File: src/rtl/uart_pkg.sv
// Shared UART definitions: transmitter FSM encoding and default link parameters,
// kept here so the matching receiver can reuse them.
package uart_pkg;

    localparam int UART_DATA_WIDTH   = 8;
    localparam int UART_CLKS_PER_BIT = 87;

    typedef enum logic [2:0] {
        IDLE    = 3'd0,
        START   = 3'd1,
        DATA    = 3'd2,
        STOP    = 3'd3,
        CLEANUP = 3'd4
    } tx_state_e;

    // Index width that stays legal for single-entry ranges.
    function automatic int idx_width(input int n);
        return (n > 1) ? $clog2(n) : 1;
    endfunction

endpackage

File: src/rtl/uart_baud_cnt.sv
// Modulo-CLKS_PER_BIT cycle counter with synchronous clear and a flag marking
// the final cycle of each serial bit period.
module uart_baud_cnt
    import uart_pkg::*;
#(
    parameter int CLKS_PER_BIT = UART_CLKS_PER_BIT
) (
    input  logic clk,
    input  logic rst_n,
    input  logic clr,
    output logic last
);

    localparam int            CW       = $clog2(CLKS_PER_BIT);
    localparam logic [CW-1:0] LAST_CNT = CW'(CLKS_PER_BIT - 1);

    logic [CW-1:0] cnt_q;
    logic [CW-1:0] cnt_d;

    assign last = (cnt_q == LAST_CNT);

    always_comb begin
        cnt_d = cnt_q + 1'b1;
        if (clr || last) begin
            cnt_d = '0;
        end
    end

    always_ff @(posedge clk or negedge rst_n) begin
        if (!rst_n) begin
            cnt_q <= '0;
        end else begin
            cnt_q <= cnt_d;
        end
    end

endmodule

File: src/rtl/uart_tx.sv
// UART transmitter: start bit, DATA_WIDTH data bits LSB first, stop bit.
// Line outputs are registered, so they trail the FSM state by one cycle.
module uart_tx
    import uart_pkg::*;
#(
    parameter int DATA_WIDTH   = UART_DATA_WIDTH,
    parameter int CLKS_PER_BIT = UART_CLKS_PER_BIT
) (
    input  logic                  i_Clock,
    input  logic                  i_Rst_n,
    input  logic                  i_Tx_DV,
    input  logic [DATA_WIDTH-1:0] i_Tx_Data,
    output logic                  o_Tx_Active,
    output logic                  o_Tx_Serial,
    output logic                  o_Tx_Done
);

    localparam int            IW       = idx_width(DATA_WIDTH);
    localparam logic [IW-1:0] LAST_IDX = IW'(DATA_WIDTH - 1);

    tx_state_e             state_q;
    tx_state_e             state_d;
    logic [DATA_WIDTH-1:0] data_q;
    logic [DATA_WIDTH-1:0] data_d;
    logic [IW-1:0]         bit_idx_q;
    logic [IW-1:0]         bit_idx_d;

    logic serial_q;
    logic serial_d;
    logic active_q;
    logic active_d;
    logic done_q;
    logic done_d;

    logic baud_clr;
    logic baud_last;

    // Bit timing restarts from zero whenever no frame is being sent.
    assign baud_clr = (state_q == IDLE) || (state_q == CLEANUP);

    uart_baud_cnt #(
        .CLKS_PER_BIT(CLKS_PER_BIT)
    ) u_baud_cnt (
        .clk  (i_Clock),
        .rst_n(i_Rst_n),
        .clr  (baud_clr),
        .last (baud_last)
    );

    always_ff @(posedge i_Clock or negedge i_Rst_n) begin
        if (!i_Rst_n) begin
            state_q   <= IDLE;
            data_q    <= '0;
            bit_idx_q <= '0;
        end else begin
            state_q   <= state_d;
            data_q    <= data_d;
            bit_idx_q <= bit_idx_d;
        end
    end

    always_comb begin
        state_d   = state_q;
        data_d    = data_q;
        bit_idx_d = bit_idx_q;
        unique case (state_q)
            IDLE: begin
                if (i_Tx_DV) begin
                    data_d  = i_Tx_Data;
                    state_d = START;
                end
            end
            START: begin
                if (baud_last) begin
                    bit_idx_d = '0;
                    state_d   = DATA;
                end
            end
            DATA: begin
                if (baud_last) begin
                    if (bit_idx_q == LAST_IDX) begin
                        state_d = STOP;
                    end else begin
                        bit_idx_d = bit_idx_q + 1'b1;
                    end
                end
            end
            STOP: begin
                if (baud_last) begin
                    state_d = CLEANUP;
                end
            end
            CLEANUP: begin
                state_d = IDLE;
            end
            default: begin
                state_d = IDLE;
            end
        endcase
    end

    // Done is raised from the final STOP cycle so it lands on the last
    // registered stop-bit cycle of the line.
    always_comb begin
        serial_d = 1'b1;
        active_d = 1'b0;
        done_d   = 1'b0;
        case (state_q)
            START: begin
                serial_d = 1'b0;
                active_d = 1'b1;
            end
            DATA: begin
                serial_d = data_q[bit_idx_q];
                active_d = 1'b1;
            end
            STOP: begin
                active_d = 1'b1;
                done_d   = baud_last;
            end
            default: begin
                serial_d = 1'b1;
            end
        endcase
    end

    always_ff @(posedge i_Clock or negedge i_Rst_n) begin
        if (!i_Rst_n) begin
            serial_q <= 1'b1;
            active_q <= 1'b0;
            done_q   <= 1'b0;
        end else begin
            serial_q <= serial_d;
            active_q <= active_d;
            done_q   <= done_d;
        end
    end

    assign o_Tx_Serial = serial_q;
    assign o_Tx_Active = active_q;
    assign o_Tx_Done   = done_q;

endmodule

File: config.mk
export PLATFORM = sky130hd
export DESIGN_NAME = uart_tx
export DESIGN_NICKNAME = d
export VERILOG_FILES = /design/src/rtl/uart_pkg.sv /design/src/rtl/uart_baud_cnt.sv /design/src/rtl/uart_tx.sv
export SDC_FILE = /design/constraint.sdc
export NUM_CORES = 1
export LEC_CHECK = 0
export BUFFER_PORTS_ARGS = -buffer_cell sky130_fd_sc_hd__clkbuf_2
export CORE_MARGIN = 3
export CORE_UTILIZATION = 46
export DETAILED_ROUTE_END_ITERATION = 16
export GPL_TIMING_DRIVEN = 1
export PLACE_DENSITY = 0.72
export SYNTH_ARGS = -nofsm -noshare
export SYNTH_HDL_FRONTEND = slang
export SYNTH_SLANG_ARGS = --single-unit
File: constraint.sdc
create_clock -name i_Clock -period 2.35 [get_ports i_Clock]
set_input_delay 0 -clock i_Clock [delete_from_list [all_inputs] [get_ports i_Clock]]
set_output_delay 0 -clock i_Clock [all_outputs]
set_load 0.02 [all_outputs]
==> impl_metrics.env <==
export IMPL_tightest_slew_ns=0.595
export IMPL_path_delay_family="flip-flops"
export IMPL_syn_nets=112
export IMPL_ys_ff_latch=24
export IMPL_fin_crit_sh_pct=89.3
export IMPL_setup_tns_ns=0
export IMPL_crit_cells=5
export IMPL_cts_tree="yes"
export IMPL_netlist_area_leader_share_pct=47.5
export IMPL_h_tree_depth=1
export IMPL_clockRootBuffer="clkbuf_4"
export IMPL_antenna_cells=0
export IMPL_worstPathArrival_ns=2.31
export IMPL_die_w_um=57.3
export IMPL_grt_pass1_vias=806
export IMPL_synth_edf_count=0
export IMPL_io_buffer_count=13
export IMPL_grt_max_degree=25
export IMPL_ir_drop_uv=362
export IMPL_crit_path_start_kind="flip-flop"
export IMPL_die_area_um2=3290
export IMPL_crit_fanout=7
export IMPL_avgSynthCellArea_um2=12.5
export IMPL_max_freq_ghz=0.477
export IMPL_insertion_delay_ns=0.31
export IMPL_hold_start="i_Tx_DV"
export IMPL_critPathKind="flip-flop to flip-flop"
export IMPL_crit_path_top_delay_cell="dfrtp_1"
export IMPL_grt_overflow_total=0
export IMPL_clk_path_buf_depth=2
export IMPL_worst_path_buf_inv=0
export IMPL_rows=17
export IMPL_cp_startpoint="bit_idx_q[0]"
export IMPL_drt_iter0_markers=13
export IMPL_io_pins=14
export IMPL_maxSlewHeadroom_pct=60.3
export IMPL_via_count=776
export IMPL_worst_slack_ns=0.253
export IMPL_r2r_end="bit_idx_q[0]"
export IMPL_clk_pin_slew_ns=0.13
export IMPL_via_per_inst=5.28
export IMPL_gp_congestion=0.739
export IMPL_synth_seq_area_share_pct=49.6
export IMPL_maxSlewViolCount=0
export IMPL_antenna_found_initial=0
export IMPL_drt_pass1_iterations=4
export IMPL_clkSinkCount=24
export IMPL_hold_class="primary input to flip-flop"
export IMPL_core_um2=2360
export IMPL_wirelength_mm=1.91
export IMPL_dieHeight_um=57.3
export IMPL_antenna_left=0
export IMPL_status="complete, no violations"
export IMPL_drive_gt1_share_pct=26.9
export IMPL_maxCapViolCount=0
export IMPL_initial_utilization_pct=51.4
export IMPL_hpwl_mm=1.42
export IMPL_crit_path_end_kind="flip-flop"
export IMPL_track_usage_pct=13.3
export IMPL_leakagePower_uw=0.000616
export IMPL_worstRegToRegCells=5
export IMPL_hold_violations=0
export IMPL_rsz0062_at_grt="false"
export IMPL_max_stage_delay_ns=0.51
export IMPL_postCtsResizedCells=0
export IMPL_drc=0
export IMPL_synthMostInstantiatedCell="dfrtp_1"
export IMPL_syn_area_um2=1210
export IMPL_r2r_slack_ns=0.25
export IMPL_grt_pass1_wl_mm=3.42
export IMPL_skew_ns=0.00605
export IMPL_place_ws_ns=0.257
export IMPL_cpMostUsedCell="ha_1"
export IMPL_yosys_warnings=0
export IMPL_endpoint="bit_idx_q[0]"
export IMPL_fin_nets=135
export IMPL_final_util_pct=59.6
export IMPL_ys_flop_type="dfrtp_1"
export IMPL_fin_crit_ns=2.10
export IMPL_required_ns=2.56
export IMPL_synth_area_leader_cell="dfrtp_1"
export IMPL_synth_common_cells="23 x dfrtp_1, 8 x mux2_2, 6 x a21oi_1, 6 x mux2i_1, 6 x nor2_1"
export IMPL_yosysUniqueCellTypes=31
export IMPL_crit_chain="ha_1, ha_1, or3b_4, a2111oi_4, mux2_1"
export IMPL_cts_buffers=3
export IMPL_postSynth_asyncResetShare_pct=100
export IMPL_pwr_density_cell_nw_per_um2=483
export IMPL_syn_inst=97
export IMPL_post_drt_wl_per_cell_um=13.0
export IMPL_setup_viol=0
export IMPL_r2r_start="bit_idx_q[0]"
export IMPL_area_growth_pct=16.0
export IMPL_yosys_top_cells_area="dfrtp_1 47%, mux2_2 7.4%, mux2i_1 5.0%, a2111oi_4 4.5%, ha_1 4.1%"
area by class of cell:
| type | count | area [µm²] |
|---|---|---|
| clock buffer | 4 | 36.3 |
| fill | 197 | 955 |
| inverter | 5 | 18.8 |
| multi-input combinational | 64 | 559 |
| sequential | 24 | 602 |
| tap | 28 | 35.0 |
| timing repair buffer | 22 | 155 |
cells by family after synthesis:
kind of cell | share of synthesized area, %
AOI/OAI and AO/OA | 9.70
muxes | 15.2
DFF | 49.6
xor gates and xnor gates | 2.17
buffers and inverters | 4.23
adders and majority gates | 4.13
and+or+nand+nor | 15.0
worst min path at each step:
stage                   end  slack (ns)  depth (start not counted)
2_1_floorplan  bit_idx_q[0]       -0.30                          0
3_3_place_gp    o_Tx_Active        0.03                          1
3_5_place_dp      o_Tx_Done        0.03                          1
4_1_cts          state_q[0]        0.02                          3
5_1_grt          state_q[0]       0.003                          3
6_report         state_q[0]        0.02                          3
through the flow:
step	instance area, µm²	hold WS, ns	cells	total power, µW
final	1410	0.0201	147	680
after floorplan	1210	-0.296	97	440
after detailed placement	1280	0.0291	134	459
after global routing	1410	0.00349	147	718
after global placement	1280	0.0285	134	458
after CTS	1410	0.0197	147	689
sequential cells by signal, indices dropped and copies added, names as in the netlist:
register          flops
o_Tx_Done             1
u_baud_cnt.cnt_q      7
o_Tx_Serial           1
data_q                8
state_q               3
bit_idx_q             3
o_Tx_Active           1
per-layer routing:
metal | part of all wire, % | GRT usage [%] | routed length (µm) | vias up
met5 | 0 | 0 | 0 | -
met4 | 0 | 3.97 | 0 | 0
met3 | 3.4 | 3.39 | 64 | 0
met2 | 49 | 22.7 | 925 | 12
met1 | 48 | 16.5 | 917 | 372
li1 | - | - | - | 392
cell usage in the layout, fill, tap and decap left out, drive strengths merged:
cell          n
dfrtp        23
clkbuf       17
dlygate4sd3   9
mux2          9
nor2          6
mux2i         6
a21oi         6
inv           5
nand2         5
ha            4
nand3         3
or3           3
nor4b         3
nand2b        2
xor2          2
o21ai         2
a2111oi       2
nand4b        1
o22ai         1
xnor2         1
nor3b         1
mux4          1
nor3          1
or3b          1
nor2b         1
o31ai         1
or4           1
a221oi        1
dfstp         1
power breakdown:
part	internal (µW)	leakage (µW)	switching (µW)
sequential	420	0.000298	3.50
combinational	23.6	0.000297	14.3
clock	94.6	0.0000210	124
repair_timing:
action	CTS	global route
buffers inserted	0	0
hold endpoints to repair	31	0
hold buffers	9	0
worst register-to-register path, stage by stage (launching register included):
cell and delay [ns]:
dfrtp_1 0.51, ha_1 0.25, ha_1 0.19, or3b_4 0.41, a2111oi_4 0.31, mux2_1 0.34
No activity file was read; power rests on OpenSTA's default activity.
